[src/rtl/multi_port_g_aetcam_array.sv]
// multi_port_g_aetcam_array
// Ternary CAM lookup engine. It holds DEPTH words of WIDTH ternary bits. Each
// word has a stored key, a don't-care mask and a valid bit.
// NUM_PORTS independent search ports each run a fixed two-stage pipeline:
//   - stage 1 registers the per-entry match vector;
//   - stage 2 registers the priority-encoded hit/multi/idx result.
// A single write port updates one entry per cycle.
// A bulk-clear sweep invalidates everything at once. It then zeroes the
// stored keys and masks one entry per cycle.
//
// Ports
//   clk, rst          clock, asynchronous active-high reset
//   wr_valid/ready    write handshake; wr_addr, wr_key, wr_mask, wr_en_entry
//   clr_req           pulse to start a bulk clear; busy while the sweep runs
//   entry_count       live number of valid entries
//   srch_valid/key    per-port search requests (port p key at [p*WIDTH +: WIDTH])
//   rslt_valid/hit/   per-port results two cycles after the request,
//   rslt_multi/idx    with idx at [p*IW +: IW]
module multi_port_g_aetcam_array #(
   parameter int WIDTH     = 16,
   parameter int DEPTH     = 32,
   parameter int NUM_PORTS = 2,
   localparam int IW       = $clog2(DEPTH),
   localparam int CW       = $clog2(DEPTH + 1)
) (
   input  logic                       clk,
   input  logic                       rst,
   input  logic                       wr_valid,
   output logic                       wr_ready,
   input  logic [IW-1:0]              wr_addr,
   input  logic [WIDTH-1:0]           wr_key,
   input  logic [WIDTH-1:0]           wr_mask,
   input  logic                       wr_en_entry,
   input  logic                       clr_req,
   output logic                       busy,
   output logic [CW-1:0]              entry_count,
   input  logic [NUM_PORTS-1:0]       srch_valid,
   input  logic [NUM_PORTS*WIDTH-1:0] srch_key,
   output logic [NUM_PORTS-1:0]       rslt_valid,
   output logic [NUM_PORTS-1:0]       rslt_hit,
   output logic [NUM_PORTS-1:0]       rslt_multi,
   output logic [NUM_PORTS*IW-1:0]    rslt_idx
);

   typedef enum logic {ST_IDLE, ST_CLEAR} state_t;

   state_t                          state_q;
   logic [IW-1:0]                   ptr_q;
   logic                            busy_q;

   logic [DEPTH-1:0]                valid_q, valid_d;
   logic [DEPTH-1:0][WIDTH-1:0]     key_q, key_d;
   logic [DEPTH-1:0][WIDTH-1:0]     mask_q, mask_d;
   logic [CW-1:0]                   count_q, count_d;

   logic [NUM_PORTS-1:0][DEPTH-1:0] match_q, match_d;
   logic [NUM_PORTS-1:0]            s1_valid_q, s1_valid_d;

   logic [NUM_PORTS-1:0]            rslt_valid_q, rslt_valid_d;
   logic [NUM_PORTS-1:0]            rslt_hit_q, rslt_hit_d;
   logic [NUM_PORTS-1:0]            rslt_multi_q, rslt_multi_d;
   logic [NUM_PORTS-1:0][IW-1:0]    rslt_idx_q, rslt_idx_d;

   logic                            clr_start;
   logic                            wr_fire;
   logic                            addr_ok;

   // Writes are refused while sweeping.
   // They are also refused in the very cycle a clear is requested, so a
   // write can never race the mass invalidation.
   assign wr_ready  = (state_q == ST_IDLE) & ~clr_req;
   assign clr_start = (state_q == ST_IDLE) & clr_req;
   assign wr_fire   = wr_valid & wr_ready;
   assign addr_ok   = 32'(wr_addr) < 32'(DEPTH);

   assign busy        = busy_q;
   assign entry_count = count_q;
   assign rslt_valid  = rslt_valid_q;
   assign rslt_hit    = rslt_hit_q;
   assign rslt_multi  = rslt_multi_q;
   assign rslt_idx    = rslt_idx_q;

   // Clear-sweep controller.
   // Entry into CLEAR coincides with the mass invalidation of the valid
   // bits. The sweep then visits every entry exactly once to scrub its key
   // and mask.
   always_ff @(posedge clk or posedge rst) begin
      if (rst) begin
         state_q <= ST_IDLE;
         ptr_q   <= '0;
         busy_q  <= 1'b0;
      end else begin
         case (state_q)
            ST_IDLE: begin
               if (clr_req) begin
                  state_q <= ST_CLEAR;
                  ptr_q   <= '0;
                  busy_q  <= 1'b1;
               end
            end
            ST_CLEAR: begin
               if (ptr_q == IW'(DEPTH - 1)) begin
                  state_q <= ST_IDLE;
                  ptr_q   <= '0;
                  busy_q  <= 1'b0;
               end else begin
                  ptr_q <= ptr_q + IW'(1);
               end
            end
            default: begin
               state_q <= ST_IDLE;
               busy_q  <= 1'b0;
            end
         endcase
      end
   end

   // Storage and occupancy update.
   // The clear, the sweep and a write never coincide, because wr_ready
   // excludes both clr_req and the CLEAR state.
   always_comb begin
      valid_d = valid_q;
      key_d   = key_q;
      mask_d  = mask_q;
      count_d = count_q;
      if (clr_start) begin
         valid_d = '0;
         count_d = '0;
      end else if (state_q == ST_CLEAR) begin
         key_d[ptr_q]  = '0;
         mask_d[ptr_q] = '0;
      end else if (wr_fire && addr_ok) begin
         key_d[wr_addr]   = wr_key;
         mask_d[wr_addr]  = wr_mask;
         valid_d[wr_addr] = wr_en_entry;
         if (wr_en_entry && !valid_q[wr_addr]) begin
            count_d = count_q + CW'(1);
         end else if (!wr_en_entry && valid_q[wr_addr]) begin
            count_d = count_q - CW'(1);
         end
      end
   end

   // Search stage 1.
   // Each entry is compared against the pre-write contents, so a write
   // accepted this cycle only affects searches sampled from the next cycle
   // onward.
   always_comb begin
      s1_valid_d = srch_valid;
      match_d    = '0;
      for (int p = 0; p < NUM_PORTS; p++) begin
         for (int e = 0; e < DEPTH; e++) begin
            match_d[p][e] = valid_q[e] &
               (&((~(srch_key[p*WIDTH +: WIDTH] ^ key_q[e])) | mask_q[e]));
         end
      end
   end

   // Search stage 2.
   // This stage is a lowest-index priority encoder. "Multi" is detected by
   // clearing the lowest set bit and checking whether anything remains.
   // The results hold their previous values when no search completes.
   always_comb begin
      rslt_valid_d = s1_valid_q;
      rslt_hit_d   = rslt_hit_q;
      rslt_multi_d = rslt_multi_q;
      rslt_idx_d   = rslt_idx_q;
      for (int p = 0; p < NUM_PORTS; p++) begin
         if (s1_valid_q[p]) begin
            rslt_hit_d[p]   = |match_q[p];
            rslt_multi_d[p] = |(match_q[p] & (match_q[p] - 1'b1));
            rslt_idx_d[p]   = '0;
            for (int e = DEPTH - 1; e >= 0; e--) begin
               if (match_q[p][e]) begin
                  rslt_idx_d[p] = IW'(e);
               end
            end
         end
      end
   end

   // Datapath registers.
   // Reset flushes the pipeline so that no searches issued before reset
   // ever produce a strobe.
   always_ff @(posedge clk or posedge rst) begin
      if (rst) begin
         valid_q      <= '0;
         key_q        <= '0;
         mask_q       <= '0;
         count_q      <= '0;
         match_q      <= '0;
         s1_valid_q   <= '0;
         rslt_valid_q <= '0;
         rslt_hit_q   <= '0;
         rslt_multi_q <= '0;
         rslt_idx_q   <= '0;
      end else begin
         valid_q      <= valid_d;
         key_q        <= key_d;
         mask_q       <= mask_d;
         count_q      <= count_d;
         match_q      <= match_d;
         s1_valid_q   <= s1_valid_d;
         rslt_valid_q <= rslt_valid_d;
         rslt_hit_q   <= rslt_hit_d;
         rslt_multi_q <= rslt_multi_d;
         rslt_idx_q   <= rslt_idx_d;
      end
   end

endmodule

[config.mk]
export PLATFORM = sky130hd
export DESIGN_NAME = multi_port_g_aetcam_array
export DESIGN_NICKNAME = d
export VERILOG_FILES = /design/src/rtl/multi_port_g_aetcam_array.sv
export SDC_FILE = /design/constraint.sdc
export NUM_CORES = 2
export LEC_CHECK = 0
export BUFFER_PORTS_ARGS = -buffer_cell sky130_fd_sc_hd__clkbuf_2
export CORE_ASPECT_RATIO = 1.1
export CORE_UTILIZATION = 55
export CTS_CLUSTER_SIZE = 12
export DETAILED_ROUTE_END_ITERATION = 16
export PLACE_DENSITY = 0.74
export SETUP_SLACK_MARGIN = 0.15
export SYNTH_ARGS = -nofsm -noshare
export SYNTH_HDL_FRONTEND = slang
export SYNTH_SLANG_ARGS = --single-unit
[constraint.sdc]
create_clock -name clk -period 52.6 [get_ports clk]
set_input_delay 5.26 -clock clk [delete_from_list [all_inputs] [get_ports clk]]
set_output_delay 5.26 -clock clk [all_outputs]
set_load 0.005 [all_outputs]
==> flow_metrics.env <==
export IMPL_outcome="finished clean"
export IMPL_syn_inst=4981
export IMPL_drt_iter0_markers=6437
export IMPL_dr_pass1_iters=8
export IMPL_arrival_ns=5.67
export IMPL_fin_crit_ns=10.93
export IMPL_finalSetupViolCount=0
export IMPL_top_layer="met5"
export IMPL_ys_flop_type="dfrtp_1"
export IMPL_swShare_pct=30.2
export IMPL_gp_congestion=0.990
export IMPL_portBuffers=99
export IMPL_ys_ff_latch=1151
export IMPL_clockBufferDepth=3
export IMPL_yosys_warnings=0
export IMPL_drv_slew=0
export IMPL_cp_end_kind="output port"
export IMPL_placed_cell_area_sq_um=58200
export IMPL_dp_hpwl_um=114000
export IMPL_cts_resized_gates=0
export IMPL_tightest_slew_ns=1.25
export IMPL_synth_simple_gate_area_share_pct=4.54
export IMPL_hold_path_class="register to register"
export IMPL_synthXorXnorAreaFrac_pct=16.0
export IMPL_initial_utilization_pct=55.7
export IMPL_synth_adder_area_share_pct=0.271
export IMPL_grt_pass1_vias=42900
export IMPL_syn_mean_instance_area_sq_um=11.3
export IMPL_post_cts_setup_buffers=0
export IMPL_rows=122
export IMPL_cap_violations=0
export IMPL_synth_area_leaders="dfrtp_1 (51%), xnor2_1 (16%), a22o_1 (16%)"
export IMPL_synth_edff_count=0
export IMPL_finalCritPeriodShare_pct=20.8
export IMPL_synthMuxAreaShare_pct=0.451
export IMPL_core_sq_um=101000
export IMPL_path_class="primary input to output port"
export IMPL_wl_um=198000
export IMPL_synth_compound_area_share_pct=24.4
export IMPL_synth_area_leader_cell="dfrtp_1"
export IMPL_critPathLaunchType="primary input"
export IMPL_wl_met2_um=80800
export IMPL_design_area_sq_um=62000
export IMPL_synthArstFlopShare_pct=100
export IMPL_cts_buffers=117
export IMPL_p_switching_w=0.000693
export IMPL_htree_levels=3
export IMPL_cts_sinks=1151
export IMPL_nets=4992
export IMPL_overflow=0
export IMPL_hold_violations=0
export IMPL_relSlewSlack_pct=15.8
export IMPL_rsz0062_at_grt="no"
export IMPL_p_leak_nw=25.9
export IMPL_cts_root_buffer="clkbuf_16"
export IMPL_synth_nets=5067
export IMPL_synth_cell_types=66
export IMPL_combPwrFrac_pct=18.5
export IMPL_finClkSkew_ns=0.0254
export IMPL_power_frac_seq_pct=45.5
export IMPL_via_per_inst=7.10
export IMPL_antenna_left=0
export IMPL_fmax_ghz=0.0915
export IMPL_routed_wl_met3_um=29700
export IMPL_m1WireLength_um=74600
export IMPL_clk_pin_slew_ns=0.06
export IMPL_die_h_um=338
export IMPL_cts_tree="built"
export IMPL_power_density_nw_per_um2=37.0
export IMPL_layout_commonest_cell="dfrtp_1"
export IMPL_mostFrequentLayoutCells="dfrtp_1 (1151), xnor2_1 (1030), a22o_1 (1025), o22ai_1 (452), nor2_1 (203)"
export IMPL_ys_seq_area_share_pct=51.2
export IMPL_vias=45100
export IMPL_yosysTopAreaCellShare_pct=51.2
export IMPL_drc_errors=0
export IMPL_grt_pass1_wl_um=290000
export IMPL_grt_usage_pct=38.0
export IMPL_pwr_share_clk_pct=36.0
export IMPL_die_area_sq_um=104000
export IMPL_synth_top_family_by_area="compound AO/OA/AOI/OAI gates"
export IMPL_routedWlPerCell_um=31.2
export IMPL_area_growth_syn_to_layout_pct=10.1
export IMPL_setup_tns_ns=0
export IMPL_clock_latency_ns=0.72
export IMPL_intPower_w=0.00160
export IMPL_chipWidth_um=307
export IMPL_cp_required_ns=47.34
export IMPL_antenna_found_initial=14
export IMPL_pin_count=100
export IMPL_grt_start_max_net_pins=179
export IMPL_ir_drop_v=0.0000313
export IMPL_cts_hold_buf=0
export IMPL_drive_gt1_share_pct=10.4
export IMPL_netlist_area_sq_um=56300
export IMPL_cp_max_fo=11
==> through the flow <==
stage	instances	utilization [%]	total power, W	hold slack, ns	setup WS [ns]
3_5_place_dp	6151	57.6	0.00147	0.497	41.67
3_3_place_gp	6151	57.6	0.00146	0.493	41.66
6_report	6353	61.3	0.00230	0.510	41.67
4_1_cts	6351	61.3	0.00228	0.510	41.67
5_1_grt	6351	61.3	0.00237	0.531	41.65
2_1_floorplan	4981	-	0.00133	0.400	14.92
==> area by class of cell <==
cell class	instances	area [sq um]
antenna	2	5.00
clock buffer	179	3510
clock inverter	21	206
fill	7926	39100
inverter	30	120
multi-input combinational	3354	25900
sequential	1151	28800
tap	1364	1710
timing repair buffer	252	1700
==> worst max-delay path: stages <==
cell and delay [ns]:
clkbuf_2 0.17, nor2_1 0.11, clkbuf_2 0.12
==> flip-flops by register name, indices dropped and copies added (netlist names) <==
register,count
busy,1
entry_count,6
key_q,512
mask_q,512
match_q,64
ptr_q,5
rslt_hit,2
rslt_idx,10
rslt_multi,2
rslt_valid,2
rslt_valid_d,2
state_q,1
valid_q,32
==> path summary, 6_finish.rpt <==
check | from | slack (ns) | cells past startpoint | end
max | clr_req | 41.67 | 3 | wr_ready
min | rslt_idx[4] | 0.51 | 1 | rslt_idx[4]
max reg2reg | state_q | 48.82 | 8 | mask_q[475]
min reg2reg | rslt_idx[4] | 0.51 | 1 | rslt_idx[4]
max in group asynchronous | rst | 44.77 | 5 | mask_q[171]
min in group asynchronous | rst | 4.70 | 2 | mask_q[510]
==> power groups by stage <==
stage / sequential (W) / combinational (W) / clock (W)
6_report: 0.00104 / 0.000426 / 0.000826
2_1_floorplan: 0.00103 / 0.000296 / 0
4_1_cts: 0.00104 / 0.000415 / 0.000829
3_3_place_gp: 0.00105 / 0.000403 / 0
5_1_grt: 0.00105 / 0.000449 / 0.000865
3_5_place_dp: 0.00105 / 0.000413 / 0
==> Yosys cell counts, types with 37 or more instances <==
library cell	instances
dfrtp_1	1151
xnor2_1	1030
a22o_1	1025
o22ai_1	452
clkbuf_1	337
nor2_1	235
nor3_1	106
buf_1	101
a21oi_1	89
nor4_1	66
o2111ai_1	54
o21ai_0	43
a211oi_1	37
==> per-layer routing <==
| metal | global-route usage (%) | vias up |
|---|---|---|
| li1 | - | 18400 |
| met1 | 52.8 | 22700 |
| met2 | 52.9 | 3256 |
| met3 | 11.8 | 752 |
| met4 | 21.0 | 18 |
| met5 | 0 | - |
==> kinds of logic after synthesis <==
| logic type | after synthesis |
|---|---|
| muxes | 20 |
| xor gates and xnor gates | 1030 |
| AOI/OAI and AO/OA | 1759 |
| buffers and inverters | 476 |
| and+or+nand+nor | 533 |
| adders and majority gates | 12 |
| DFF | 1151 |
No activity file was read; power rests on OpenSTA's default activity.
